==> config.mk <==
export PLATFORM = sky130hd
export DESIGN_NAME = pc_sequencer_flat
export DESIGN_NICKNAME = d
export VERILOG_FILES = /design/src/rtl/pc_sequencer_if.sv /design/src/rtl/pc_sequencer.sv /design/src/flat_wrapper.sv
export SDC_FILE = /design/constraint.sdc
export NUM_CORES = 1
export LEC_CHECK = 0
export ABC_AREA = 1
export CORE_ASPECT_RATIO = 0.7
export CORE_MARGIN = 2
export CORE_UTILIZATION = 36
export CTS_BUF_LIST = sky130_fd_sc_hd__clkbuf_4 sky130_fd_sc_hd__clkbuf_8
export CTS_CLUSTER_SIZE = 28
export DETAILED_ROUTE_END_ITERATION = 12
export PLACE_DENSITY = 0.87
export SYNTH_ARGS = -nofsm -noshare
export SYNTH_HDL_FRONTEND = slang
export SYNTH_SLANG_ARGS = --single-unit
==> constraint.sdc <==
create_clock -name clock -period 1.92 [get_ports clock]
set_clock_uncertainty 0.05 [all_clocks]
set_input_delay 0.384 -clock clock [delete_from_list [all_inputs] [get_ports clock]]
set_output_delay 0.384 -clock clock [all_outputs]
set_load 0.02 [all_outputs]
==> src/rtl/pc_sequencer_if.sv <==
// Sequencer-facing bundle: run control, fetch handshake, execute decision and PC drive signals.
// master is the sequencer side, slave is the PC / memory / execute side.
interface pc_sequencer_if #(
  parameter int ADDR_W = 16
);
  logic              run;
  logic [ADDR_W-1:0] pc;
  logic              fetch_req;
  logic [ADDR_W-1:0] fetch_addr;
  logic              fetch_ack;
  logic              exec_done;
  logic              halt;
  logic              br_taken;
  logic              call;
  logic              ret;
  logic [ADDR_W-1:0] br_target;
  logic              increment;
  logic              jump_set;
  logic [ADDR_W-1:0] jumpcount;
  logic              busy;
  logic              fault;

  modport master (
    input  run, pc, fetch_ack, exec_done, halt, br_taken, call, ret, br_target,
    output fetch_req, fetch_addr, increment, jump_set, jumpcount, busy, fault
  );

  modport slave (
    output run, pc, fetch_ack, exec_done, halt, br_taken, call, ret, br_target,
    input  fetch_req, fetch_addr, increment, jump_set, jumpcount, busy, fault
  );
endinterface

==> src/rtl/pc_sequencer.sv <==
// Fetch/execute sequencer owning PC updates: 3 cycles per instruction minimum, stalls in FETCH
// until fetch_ack and in EXEC until exec_done. Define RETURN_STACK_EN to build the return-address stack.
module pc_sequencer #(
  parameter int ADDR_W    = 16,
  parameter int RAS_DEPTH = 4
) (
  input  logic           clock,
  input  logic           reset,
  pc_sequencer_if.master bus
);
  typedef enum logic [2:0] {S_IDLE, S_FETCH, S_EXEC, S_UPDATE, S_FAULT} state_t;

  state_t            state, state_nxt;
  logic              increment_q, jump_set_q, fault_q;
  logic              increment_nxt, jump_set_nxt, fault_nxt;
  logic [ADDR_W-1:0] jumpcount_q, jumpcount_nxt;

`ifdef RETURN_STACK_EN
  localparam int IDX_W = $clog2(RAS_DEPTH);
  localparam int SP_W  = IDX_W + 1;

  logic [ADDR_W-1:0] ras [RAS_DEPTH];
  logic [SP_W-1:0]   sp;
  logic [IDX_W-1:0]  top_idx;
  logic              stack_full, stack_empty, push, pop;

  assign top_idx     = IDX_W'(sp - SP_W'(1));
  assign stack_full  = (sp == SP_W'(RAS_DEPTH));
  assign stack_empty = (sp == '0);

  always_ff @(posedge clock) begin
    if (reset) begin
      sp <= '0;
    end else if (push) begin
      ras[IDX_W'(sp)] <= bus.pc + ADDR_W'(1);
      sp              <= sp + SP_W'(1);
    end else if (pop) begin
      sp <= sp - SP_W'(1);
    end
  end
`else
  logic unused_cfg;
  assign unused_cfg = bus.ret ^ (RAS_DEPTH == 0);
`endif

  always_comb begin
    state_nxt     = state;
    increment_nxt = 1'b0;
    jump_set_nxt  = 1'b0;
    jumpcount_nxt = jumpcount_q;
    fault_nxt     = fault_q;
`ifdef RETURN_STACK_EN
    push          = 1'b0;
    pop           = 1'b0;
`endif
    unique case (state)
      S_IDLE:   if (bus.run) state_nxt = S_FETCH;
      S_FETCH:  if (bus.fetch_ack) state_nxt = S_EXEC;
      S_EXEC: begin
        if (bus.exec_done) begin
          state_nxt = S_UPDATE;
          if (bus.halt) begin
            state_nxt = S_IDLE;
`ifdef RETURN_STACK_EN
          end else if (bus.ret) begin
            // A stack error suppresses the pop and the PC update entirely.
            if (stack_empty) begin
              fault_nxt = 1'b1;
              state_nxt = S_FAULT;
            end else begin
              pop           = 1'b1;
              jump_set_nxt  = 1'b1;
              jumpcount_nxt = ras[top_idx];
            end
          end else if (bus.call) begin
            if (stack_full) begin
              fault_nxt = 1'b1;
              state_nxt = S_FAULT;
            end else begin
              push          = 1'b1;
              jump_set_nxt  = 1'b1;
              jumpcount_nxt = bus.br_target;
            end
`else
          end else if (bus.call) begin
            jump_set_nxt  = 1'b1;
            jumpcount_nxt = bus.br_target;
`endif
          end else if (bus.br_taken) begin
            jump_set_nxt  = 1'b1;
            jumpcount_nxt = bus.br_target;
          end else begin
            increment_nxt = 1'b1;
          end
        end
      end
      S_UPDATE: state_nxt = S_FETCH;
      S_FAULT:  state_nxt = S_FAULT;
      default:  state_nxt = S_IDLE;
    endcase
  end

  always_ff @(posedge clock) begin
    if (reset) begin
      state       <= S_IDLE;
      increment_q <= 1'b0;
      jump_set_q  <= 1'b0;
      jumpcount_q <= '0;
      fault_q     <= 1'b0;
    end else begin
      state       <= state_nxt;
      increment_q <= increment_nxt;
      jump_set_q  <= jump_set_nxt;
      jumpcount_q <= jumpcount_nxt;
      fault_q     <= fault_nxt;
    end
  end

  assign bus.fetch_req  = (state == S_FETCH);
  assign bus.fetch_addr = bus.pc;
  assign bus.busy       = (state == S_FETCH) || (state == S_EXEC) || (state == S_UPDATE);
  assign bus.increment  = increment_q;
  assign bus.jump_set   = jump_set_q;
  assign bus.jumpcount  = jumpcount_q;
  assign bus.fault      = fault_q;
endmodule

==> src/flat_wrapper.sv <==
// flat-port wrapper written by rule: the top's interface ports become plain ports
module pc_sequencer_flat 
#(
  parameter int ADDR_W    = 16,
  parameter int RAS_DEPTH = 4
)
  (clock, reset, bus_run, bus_pc, bus_fetch_ack, bus_exec_done, bus_halt, bus_br_taken, bus_call, bus_ret, bus_br_target, bus_fetch_req, bus_fetch_addr, bus_increment, bus_jump_set, bus_jumpcount, bus_busy, bus_fault);
  pc_sequencer_if #(.ADDR_W(ADDR_W)) bus_i ();
  input  logic clock;
  input  logic reset;
  input wire logic [$bits(bus_i.run)-1:0] bus_run;
  input wire logic [$bits(bus_i.pc)-1:0] bus_pc;
  input wire logic [$bits(bus_i.fetch_ack)-1:0] bus_fetch_ack;
  input wire logic [$bits(bus_i.exec_done)-1:0] bus_exec_done;
  input wire logic [$bits(bus_i.halt)-1:0] bus_halt;
  input wire logic [$bits(bus_i.br_taken)-1:0] bus_br_taken;
  input wire logic [$bits(bus_i.call)-1:0] bus_call;
  input wire logic [$bits(bus_i.ret)-1:0] bus_ret;
  input wire logic [$bits(bus_i.br_target)-1:0] bus_br_target;
  output wire logic [$bits(bus_i.fetch_req)-1:0] bus_fetch_req;
  output wire logic [$bits(bus_i.fetch_addr)-1:0] bus_fetch_addr;
  output wire logic [$bits(bus_i.increment)-1:0] bus_increment;
  output wire logic [$bits(bus_i.jump_set)-1:0] bus_jump_set;
  output wire logic [$bits(bus_i.jumpcount)-1:0] bus_jumpcount;
  output wire logic [$bits(bus_i.busy)-1:0] bus_busy;
  output wire logic [$bits(bus_i.fault)-1:0] bus_fault;
  assign bus_i.run = bus_run;
  assign bus_i.pc = bus_pc;
  assign bus_i.fetch_ack = bus_fetch_ack;
  assign bus_i.exec_done = bus_exec_done;
  assign bus_i.halt = bus_halt;
  assign bus_i.br_taken = bus_br_taken;
  assign bus_i.call = bus_call;
  assign bus_i.ret = bus_ret;
  assign bus_i.br_target = bus_br_target;
  assign bus_fetch_req = bus_i.fetch_req;
  assign bus_fetch_addr = bus_i.fetch_addr;
  assign bus_increment = bus_i.increment;
  assign bus_jump_set = bus_i.jump_set;
  assign bus_jumpcount = bus_i.jumpcount;
  assign bus_busy = bus_i.busy;
  assign bus_fault = bus_i.fault;
  pc_sequencer #(.ADDR_W(ADDR_W), .RAS_DEPTH(RAS_DEPTH)) u_core (.clock(clock), .reset(reset), .bus(bus_i));
endmodule
==> results.sh, run 1 <==
export IMPL_fp_dieW_um=66.3
export IMPL_fin_tns_setup_ns=0
export IMPL_final_hold_viol_count=0
export IMPL_p_sw_w=0.000240
export IMPL_cp_arrival_ns=1.22
export IMPL_tritoncts="yes"
export IMPL_cts_buffers=3
export IMPL_wl_per_cell_um=11.2
export IMPL_diodes=0
export IMPL_worstReg2RegStart="u_core.state[1]$_SDFFE_PP0P_"
export IMPL_finalPower_w=0.000949
export IMPL_top_layer="met4"
export IMPL_clk_pin_slew_worst_paths_ns=0.07
export IMPL_cts_max_level=1
export IMPL_cts_buffer_depth=2
export IMPL_fin_nets=198
export IMPL_drt_pass1_iterations=4
export IMPL_io_pins=78
export IMPL_syn_mean_instance_area_um2=7.58
export IMPL_grt_start_max_net_pins=19
export IMPL_drive_gt1_share_pct=8.33
export IMPL_ant_nets=0
export IMPL_cts_sinks=21
export IMPL_syn_cell_area_um2=977
export IMPL_powerDensity_nw_per_um2=710
export IMPL_synth_nets=170
export IMPL_vdd_drop_max_v=0.000413
export IMPL_vias=849
export IMPL_critical_path_class="flip-flop to output port"
export IMPL_critPathMaxStageDelay_ns=0.62
export IMPL_dr_wl_met2_mm=1.06
export IMPL_hold_end="u_core.bus.jumpcount[4]$_SDFFE_PP0P_"
export IMPL_grt_ovfl_total=0
export IMPL_io_buffers=43
export IMPL_drt_initial_drc_count=52
export IMPL_ys_seq_area_share_pct=43.0
export IMPL_reg2reg_slack_ns=0.65
export IMPL_slew_violations=0
export IMPL_post_route_period_util_pct=86.3
export IMPL_rsz0062_at_grt="false"
export IMPL_max_freq_mhz=603
export IMPL_hold_start="u_core.bus.jumpcount[4]$_SDFFE_PP0P_"
export IMPL_grt_pass1_wl_mm=3.46
export IMPL_postLayoutCoreUtil_pct=53.2
export IMPL_maxCapViolCount=0
export IMPL_netlist_area_leader_share_pct=43.0
export IMPL_syn_inst=129
export IMPL_rows=15
export IMPL_viasPerCell=4.47
export IMPL_synth_flop_cell="dfxtp_1"
export IMPL_end_kind="output port"
export IMPL_netlist_top_cell_by_area="dfxtp_1"
export IMPL_core_um2=2510
export IMPL_setup_viol=0
export IMPL_cts_setup_buffers=0
export IMPL_critPathTopFamily="buffers and inverters"
export IMPL_min_path_type="flip-flop to flip-flop"
export IMPL_pwr_share_clk_pct=30.8
export IMPL_synthTopCellsByCount="nor2_1 (45), dfxtp_1 (21), buf_4 (17)"
export IMPL_synth_area_leaders="dfxtp_1 (43%), nor2_1 (17%), buf_4 (13%)"
export IMPL_swShare_pct=25.2
export IMPL_sequentialPowerShare_pct=48.8
export IMPL_yosys_warnings=0
export IMPL_hold_depth=2
export IMPL_period_needed_ns=1.66
export IMPL_cp_required_ns=1.49
export IMPL_met1Wirelength_um=909
export IMPL_path_max_fanout=2
export IMPL_die_area_um2=3150
export IMPL_r2r_end="u_core.bus.jumpcount[11]$_SDFFE_PP0P_"
export IMPL_synth_seq_cells=21
export IMPL_start_kind="flip-flop"
export IMPL_p_leak_nw=0.535
export IMPL_grt_pass1_vias=784
export IMPL_clock_latency_ns=0.25
export IMPL_cts_root_buf="clkbuf_8"
export IMPL_antenna_found_initial=0
export IMPL_synth_cell_types=22
export IMPL_yosysMostFrequentCell="nor2_1"
export IMPL_route_detailed_drc=0
export IMPL_start_util_pct=38.9
export IMPL_async_reset_ff_share_pct=0
export IMPL_synth_edf_count=0
export IMPL_die_y_um=47.6
export IMPL_internal_power_w=0.000710
export IMPL_slowest_stage="clkdlybuf4s50_1"
export IMPL_dr_wl_met3_um=150
export IMPL_status="complete, no violations"
export IMPL_routed_wl_mm=2.13
export IMPL_area_delta_synth_final_pct=36.9
export IMPL_path_buf_inv=1
export IMPL_worstPathCellList="clkdlybuf4s50_1"
export IMPL_dpl_hpwl_mm=1.62
export IMPL_grt_usage_pct=14.9
export IMPL_reg2reg_depth=6
export IMPL_combPwrFrac_pct=20.5
export IMPL_globalplace_congestion=0.760
## cell type report
| cell class | count | area [um^2] |
|---|---|---|
| multi-input combinational | 78 | 352 |
| clock buffer | 4 | 48.8 |
| timing repair buffer | 43 | 432 |
| inverter | 10 | 42.5 |
| sequential | 21 | 420 |
| tap | 34 | 42.5 |
| fill | 247 | 1180 |
## worst max-delay path by stage
| stage | from | to | cells after the start |
|---|---|---|---|
| after floorplan | bus_br_taken | u_core.bus.jumpcount[10]$_SDFFE_PP0P_ | 7 |
| after global placement | bus_exec_done | u_core.bus.jumpcount[10]$_SDFFE_PP0P_ | 7 |
| after detailed placement | reset | u_core.bus.jumpcount[14]$_SDFFE_PP0P_ | 4 |
| after CTS | u_core.state[1]$_SDFFE_PP0P_ | bus_busy | 3 |
| after global routing | u_core.state[2]$_SDFFE_PP0P_ | bus_fetch_req | 4 |
| final | u_core.bus.jumpcount[3]$_SDFFE_PP0P_ | bus_jumpcount[3] | 1 |
## cell usage in the layout, fill, tap and decap left out, types with 2 or more instances in the layout
cell / n
nor2_1: 45
clkdlybuf4s50_1: 41
dfxtp_1: 21
o21ai_1: 9
o21ai_0: 8
inv_1: 7
nand2_1: 3
clkbuf_8: 3
inv_2: 2
nand3_1: 2
nor2_2: 2
nor3_1: 2
## flip-flops by register name (all words and copies together), names as in the netlist
register              count
u_core.bus.increment      1
u_core.bus.jump_set       1
u_core.bus.jumpcount     16
u_core.state              3
## worst register-to-register path: cells and delay by family (launching register included)
family,cells,cell delay [ns]
buf+inv,1,0.17
flops,1,0.41
simple gates,5,0.60
## kinds of logic after synthesis
kind of cell | synth area share (%)
buffers and inverters | 21.0
DFF | 43.0
and+or+nand+nor | 26.4
other | 0.384
AOI/OAI and AO/OA | 9.22
## metal layers
| metal | vias to the layer above | track usage (%) |
|---|---|---|
| met5 | - | 0 |
| met4 | 0 | 3.27 |
| met3 | 2 | 6.59 |
| met2 | 35 | 26.0 |
| met1 | 374 | 17.4 |
| li1 | 438 | - |
## power by group through the flow
stage                     sequential, W  combinational [W]  clock [W]
after floorplan                0.000482           0.000143          0
after global placement         0.000471           0.000192          0
after detailed placement       0.000473           0.000199          0
after CTS                      0.000462           0.000197   0.000306
after global routing           0.000465           0.000215   0.000329
final                          0.000463           0.000194   0.000292
## repair_timing
action	CTS	global route
setup endpoints to repair	1	1
resized for setup	1	1
hold buffers	0	0
## stage by stage
stage	hold slack, ns	cells	area [um^2]	worst slack [ns]
after CTS	0.440	190	1340	0.0452
after detailed placement	0.422	186	1290	0.167
after global routing	0.463	190	1340	0.176
after floorplan	0.406	129	977	0.770
final	0.432	190	1340	0.262
after global placement	0.413	186	1290	0.252
(Power assumes the default switching activity.)
==> inputs of run 2 (changes only) <==
- HOLD_SLACK_MARGIN: not set -> 0.02
==> results of run 2 <==
Final layout, timing and power as in run 1 (identical DEF).
